`src/rtl/fetch_pair_buffer.sv`:
```
// Dual-issue fetch front end: doubleword fetch into a small instruction FIFO feeding two F slots.
// Optional macro FETCH_PERF_EN adds saturating full-stall and redirect counters.
module fetch_pair_buffer #(
    parameter int          DEPTH    = 8,
    parameter logic [31:0] RESET_PC = 32'h0
) (
    input  logic                       clk,
    input  logic                       rst,
    input  logic                       redirect,
    input  logic [31:0]                redirect_pc,
    output logic [31:0]                ImemAddr,
    input  logic [31:0]                ImemRd1,
    input  logic [31:0]                ImemRd2,
    input  logic [1:0]                 take,
    output logic [31:0]                PCF1,
    output logic [31:0]                PCPlus8F1,
    output logic [31:0]                InstrF1,
    output logic                       ValidF1,
    output logic [31:0]                PCF2,
    output logic [31:0]                PCPlus8F2,
    output logic [31:0]                InstrF2,
    output logic                       ValidF2,
`ifdef FETCH_PERF_EN
    output logic [31:0]                full_stall_cnt,
    output logic [31:0]                redirect_cnt,
`endif
    output logic [$clog2(DEPTH):0]     count
);

    localparam int PW = $clog2(DEPTH);
    localparam int CW = PW + 1;

    logic [31:0]   fpc_q, fpc_d;
    logic [PW-1:0] head_q, head_d, tail_q, tail_d;
    logic [CW-1:0] count_q, count_d;
    logic [31:0]   pc_mem_q    [DEPTH];
    logic [31:0]   instr_mem_q [DEPTH];

    logic          space_ok;
    logic          wr_en;
    logic [1:0]    push_n, pop_n, take_lim;
    logic [PW-1:0] head_nx;

    assign ImemAddr = {fpc_q[31:3], 3'b000};
    // Enqueue decision looks only at registered occupancy, never at take
    assign space_ok = (count_q <= CW'(DEPTH - 2));
    assign wr_en    = !rst && !redirect && space_ok;
    assign take_lim = (take > 2'd2) ? 2'd2 : take;
    assign head_nx  = head_q + PW'(1);

    always_comb begin
        fpc_d   = fpc_q;
        head_d  = head_q;
        tail_d  = tail_q;
        count_d = count_q;
        push_n  = 2'd0;
        pop_n   = 2'd0;
        if (redirect) begin
            fpc_d   = {redirect_pc[31:2], 2'b00};
            head_d  = '0;
            tail_d  = '0;
            count_d = '0;
        end else begin
            if (space_ok) begin
                push_n = fpc_q[2] ? 2'd1 : 2'd2;
                fpc_d  = ImemAddr + 32'd8;
            end
            pop_n   = (CW'(take_lim) > count_q) ? count_q[1:0] : take_lim;
            head_d  = head_q + PW'(pop_n);
            tail_d  = tail_q + PW'(push_n);
            count_d = count_q + CW'(push_n) - CW'(pop_n);
        end
    end

    always_ff @(posedge clk) begin
        if (rst) begin
            fpc_q   <= RESET_PC;
            head_q  <= '0;
            tail_q  <= '0;
            count_q <= '0;
        end else begin
            fpc_q   <= fpc_d;
            head_q  <= head_d;
            tail_q  <= tail_d;
            count_q <= count_d;
        end
    end

    // Queue storage carries no reset; validity comes from count_q alone
    always_ff @(posedge clk) begin
        if (wr_en) begin
            if (fpc_q[2]) begin
                pc_mem_q[tail_q]    <= fpc_q;
                instr_mem_q[tail_q] <= ImemRd2;
            end else begin
                pc_mem_q[tail_q]             <= fpc_q;
                instr_mem_q[tail_q]          <= ImemRd1;
                pc_mem_q[tail_q + PW'(1)]    <= fpc_q + 32'd4;
                instr_mem_q[tail_q + PW'(1)] <= ImemRd2;
            end
        end
    end

    always_ff @(posedge clk) begin
        if (!rst && !redirect) begin
            assert (take <= 2'd2 && CW'(take) <= count_q)
                else $warning("fetch_pair_buffer: take %0d exceeds occupancy %0d, clamped", take, count_q);
        end
    end

    assign count     = count_q;
    assign ValidF1   = (count_q >= CW'(1));
    assign ValidF2   = (count_q >= CW'(2));
    assign PCF1      = ValidF1 ? pc_mem_q[head_q]           : 32'd0;
    assign InstrF1   = ValidF1 ? instr_mem_q[head_q]        : 32'd0;
    assign PCPlus8F1 = ValidF1 ? pc_mem_q[head_q] + 32'd8   : 32'd0;
    assign PCF2      = ValidF2 ? pc_mem_q[head_nx]          : 32'd0;
    assign InstrF2   = ValidF2 ? instr_mem_q[head_nx]       : 32'd0;
    assign PCPlus8F2 = ValidF2 ? pc_mem_q[head_nx] + 32'd8  : 32'd0;

`ifdef FETCH_PERF_EN
    logic [31:0] full_stall_q, redirect_cnt_q;

    always_ff @(posedge clk) begin
        if (rst) begin
            full_stall_q   <= '0;
            redirect_cnt_q <= '0;
        end else begin
            if (!redirect && !space_ok && full_stall_q != 32'hFFFF_FFFF)
                full_stall_q <= full_stall_q + 32'd1;
            if (redirect && redirect_cnt_q != 32'hFFFF_FFFF)
                redirect_cnt_q <= redirect_cnt_q + 32'd1;
        end
    end

    assign full_stall_cnt = full_stall_q;
    assign redirect_cnt   = redirect_cnt_q;
`endif

endmodule

```
`config.mk`:
```
export PLATFORM = sky130hd
export DESIGN_NAME = fetch_pair_buffer
export DESIGN_NICKNAME = d
export VERILOG_FILES = /design/src/rtl/fetch_pair_buffer.sv
export SDC_FILE = /design/constraint.sdc
export NUM_CORES = 1
export LEC_CHECK = 0
export CAP_MARGIN = 20
export CORE_ASPECT_RATIO = 1.2
export CORE_UTILIZATION = 60
export DETAILED_ROUTE_END_ITERATION = 6
export HOLD_SLACK_MARGIN = 0.05
export PLACE_DENSITY_LB_ADDON = 0.08
export SLEW_MARGIN = 10
export SYNTH_ARGS = -nofsm -noshare
export SYNTH_HDL_FRONTEND = slang
export SYNTH_SLANG_ARGS = --single-unit
```
`constraint.sdc`:
```
create_clock -name clk -period 11.95 [get_ports clk]
set_input_delay 1.195 -clock clk [delete_from_list [all_inputs] [get_ports clk]]
set_output_delay 1.195 -clock clk [all_outputs]
set_load 0.05 [all_outputs]
```
==> out/qor.yml <==
setup_path:
  slowest_stage: "clkdlybuf4s50_1"
  cp_num_buf_inv: 2
  critical_path_required_ns: 10.76
  crit_chain: "ha_4 -> xor2_4 -> buf_4 -> mux4_1 -> nor4_2 -> nand2_1 -> o21a_1 -> nor3_1 -> clkdlybuf4s50_1"
  timing.rr.start: "count[3]$_SDFF_PP0_"
  worstReg2RegEnd: "pc_mem_q[4][27]$_DFFE_PP_"
  rr_worst_depth: 8
  worstPathMaxFanout: 43
  cp.arrival_ns: 6.69
  max_stage_delay_ns: 0.94
  critPathKind: "register to output port"
  cp-endpoint: "PCPlus8F2[16]"
  cp-startpoint: "head_q[1]$_SDFF_PP0_"
  path_depth: 9
  endpoint_kind: "output port"
  crit_family: "buffers and inverters"
  critPathLaunchType: "register"
  r2r_slack_ns: 7.39
finish:
  layout-drive-gt1-share_pct: 25.6
  layout_commonest_cell: "edfxtp_1"
  syn_to_final_growth_pct: 14.6
  nNetsFinal: 2674
  stdcell_area_um2: 37000
  fillCellCount: 3619
  layout_common_cells: "edfxtp_1, clkdlybuf4s50_1, mux2_2, nand2_1, mux4_2"
synthesis:
  synth-edff-count: 496
  netlist_area_um2: 32300
  yosysWarnings: 0
  ys_seq_area_share_pct: 48.6
  synthFlopType: "edfxtp_1"
  syn_inst: 2461
  async_reset_ff_share_pct: 0
  syn_avg_cell_area_um2: 13.1
  ys_types: 58
  synth-seq-cells: 536
cts:
  cts_sinks: 536
  cts_tree: "built"
  cts_resized: 0
  clockRootBuffer: "clkbuf_16"
  ctsHoldBuffers: 0
  insertion_delay_ns: 0.61
  htree_levels: 2
  clk_pin_slew_ns: 0.07
  cts_setup_buffers: 0
  max-clock-path-buffers: 3
  cts_buffers: 52
power_and_ir_drop:
  pwr_density_cell_nw_per_um2: 206
  swShare_pct: 42.8
  intPower_mw: 4.37
  clockPowerShare_pct: 20.9
  p_seq_share_pct: 29.8
  combPwrFrac_pct: 49.4
  irDropWorstVdd_uv: 192
  static-leakage-power_nw: 11.7
  switching_power_mw: 3.27
sta:
  worst_pin_slew_ns: 1.05
  finalCritPeriodShare_pct: 66.0
  fin_crit_ns: 7.89
  max_slew_margin_pct: 28.2
  setup_viol: 0
  holdWs_ns: 0.621
  setup_ws_ns: 4.06
  maxSlewViolCount: 0
  hold_violations: 0
  rsz0062_at_grt: "false"
  setup_tns_ns: 0
  finClkSkew_ns: 0.0233
  fmax_mhz: 127
placed_design:
  place_ws_ns: 4.73
  place_congestion: 0.933
  dpl.hpwl_mm: 57.5
  portBuffers: 317
  postPlaceCellArea_um2: 35400
detailed_routing:
  viasPerCell: 6.54
  ant_nets: 0
  wl_mm: 91.7
  drtIter0Drc: 2002
  avgRoutedWirePerCell_um: 27.8
  drc: 0
  route.vias.total: 21573
  drt_first_pass_iters: 5
global_route:
  grt_pass1_wl_mm: 136
  grt_max_degree: 134
  grt_pass1_vias: 21938
  overflow: 0
  grtUsageTotal_pct: 33.9
  grt_antenna_before_repair: 12
floorplanning:
  row_count: 92
  die_area_um2: 54800
  die_w_um: 214
  dieHeight_um: 256
  io_pins: 331
  start_util_pct: 61.1
  core_area_um2: 52800
outcome:
  status: "finished, final reports clean"
worst_hold_path:
  hold_path_class: "register to register"
run:
  cap_violations: 0
## cell type report
| cell class | count | area (µm²) | area share, % |
|---|---|---|---|
| Sequential cell | 536 | 15700 | 42.4 |
| Multi-Input combinational cell | 1581 | 15200 | 41.1 |
| Timing Repair Buffer | 360 | 3520 | 9.50 |
| Clock buffer | 66 | 1400 | 3.77 |
| Tap cell | 705 | 882 | 2.38 |
| Clock inverter | 29 | 226 | 0.612 |
| Inverter | 21 | 78.8 | 0.213 |
| Antenna cell | 1 | 2.50 | 0.00676 |
## worst min-delay path by stage
stage	start	to	slack [ns]	cells past startpoint
floorplan	fpc_q[9]$_SDFFE_PP0P_	pc_mem_q[0][9]$_DFFE_PP_	0.52	1
global placement	tail_q[2]$_SDFF_PP0_	tail_q[2]$_SDFF_PP0_	0.61	2
finish	tail_q[2]$_SDFF_PP0_	tail_q[2]$_SDFF_PP0_	0.62	2
CTS	tail_q[2]$_SDFF_PP0_	tail_q[2]$_SDFF_PP0_	0.62	2
global route	fpc_q[31]$_SDFFE_PP0P_	pc_mem_q[3][31]$_DFFE_PP_	0.67	0
detailed placement	tail_q[2]$_SDFF_PP0_	tail_q[2]$_SDFF_PP0_	0.61	2
## registers in the layout, summed over array words and instances, names as in the netlist
signal	count
count	4
head_q	3
pc_mem_q	240
fpc_q	30
tail_q	3
instr_mem_q	256
## routing by layer
layer	up-vias	global-route usage [%]	routed length, µm
met4	18	14.9	3990
met2	1126	57.9	46500
met1	10884	41.4	33000
li1	9325	-	-
met3	220	6.99	8130
met5	-	0	112
## cells in the mapped netlist (all sizes together), types with 5 or more instances
master,n,area share [%]
a211oi,11,0.26
dfxtp,40,2.5
nand2,242,2.8
and3,7,0.14
clkbuf,211,2.5
xnor2,110,3.0
mux2i,127,3.9
mux4,237,17
o21ai,18,0.28
nor4,27,0.64
nor2,204,2.4
nand3,37,0.57
edfxtp,496,46
o31ai,13,0.30
ha,17,0.66
or3,5,0.11
inv,21,0.24
xor2,53,1.5
o41ai,8,0.22
or2,5,0.097
nand2b,13,0.25
buf,122,2.3
mux2,272,9.5
nor3,27,0.45
and2,23,0.45
nand4,16,0.31
a21oi,56,0.87
or4,5,0.13
## metrics by stage
step	std cells	power (mW)	utilization [%]
2_1_floorplan	2471	4.89	-
3_3_place_gp	3200	6.02	67.0
3_5_place_dp	3202	6.06	67.0
4_1_cts	3297	7.64	70.1
5_1_grt	3299	7.90	70.1
6_report	3299	7.64	70.1
## power groups by stage
stage	Sequential [mW]	Clock (mW)	Combinational, mW
6_report	2.27	1.59	3.77
5_1_grt	2.29	1.68	3.94
4_1_cts	2.27	1.61	3.76
3_5_place_dp	2.31	0	3.75
3_3_place_gp	2.30	0	3.72
2_1_floorplan	2.27	0	2.62
## cell families after synthesis
logic type | count (synthesis) | synth area share [%]
muxes | 636 | 30.0
DFF | 536 | 48.6
xor gates and xnor gates | 163 | 4.48
other | 1 | 0.0116
buffers and inverters | 354 | 4.96
adders and majority gates | 21 | 0.906
and+or+nand+nor | 628 | 8.77
AOI/OAI and AO/OA | 122 | 2.31
## worst min-delay path, delay by kind of cell (launching register included)
kind | cells | cell delay, ns
and+or+nand+nor | 1 | 0.05
xor gates and xnor gates | 1 | 0.16
DFF | 1 | 0.36
(Power assumes the default switching activity.)
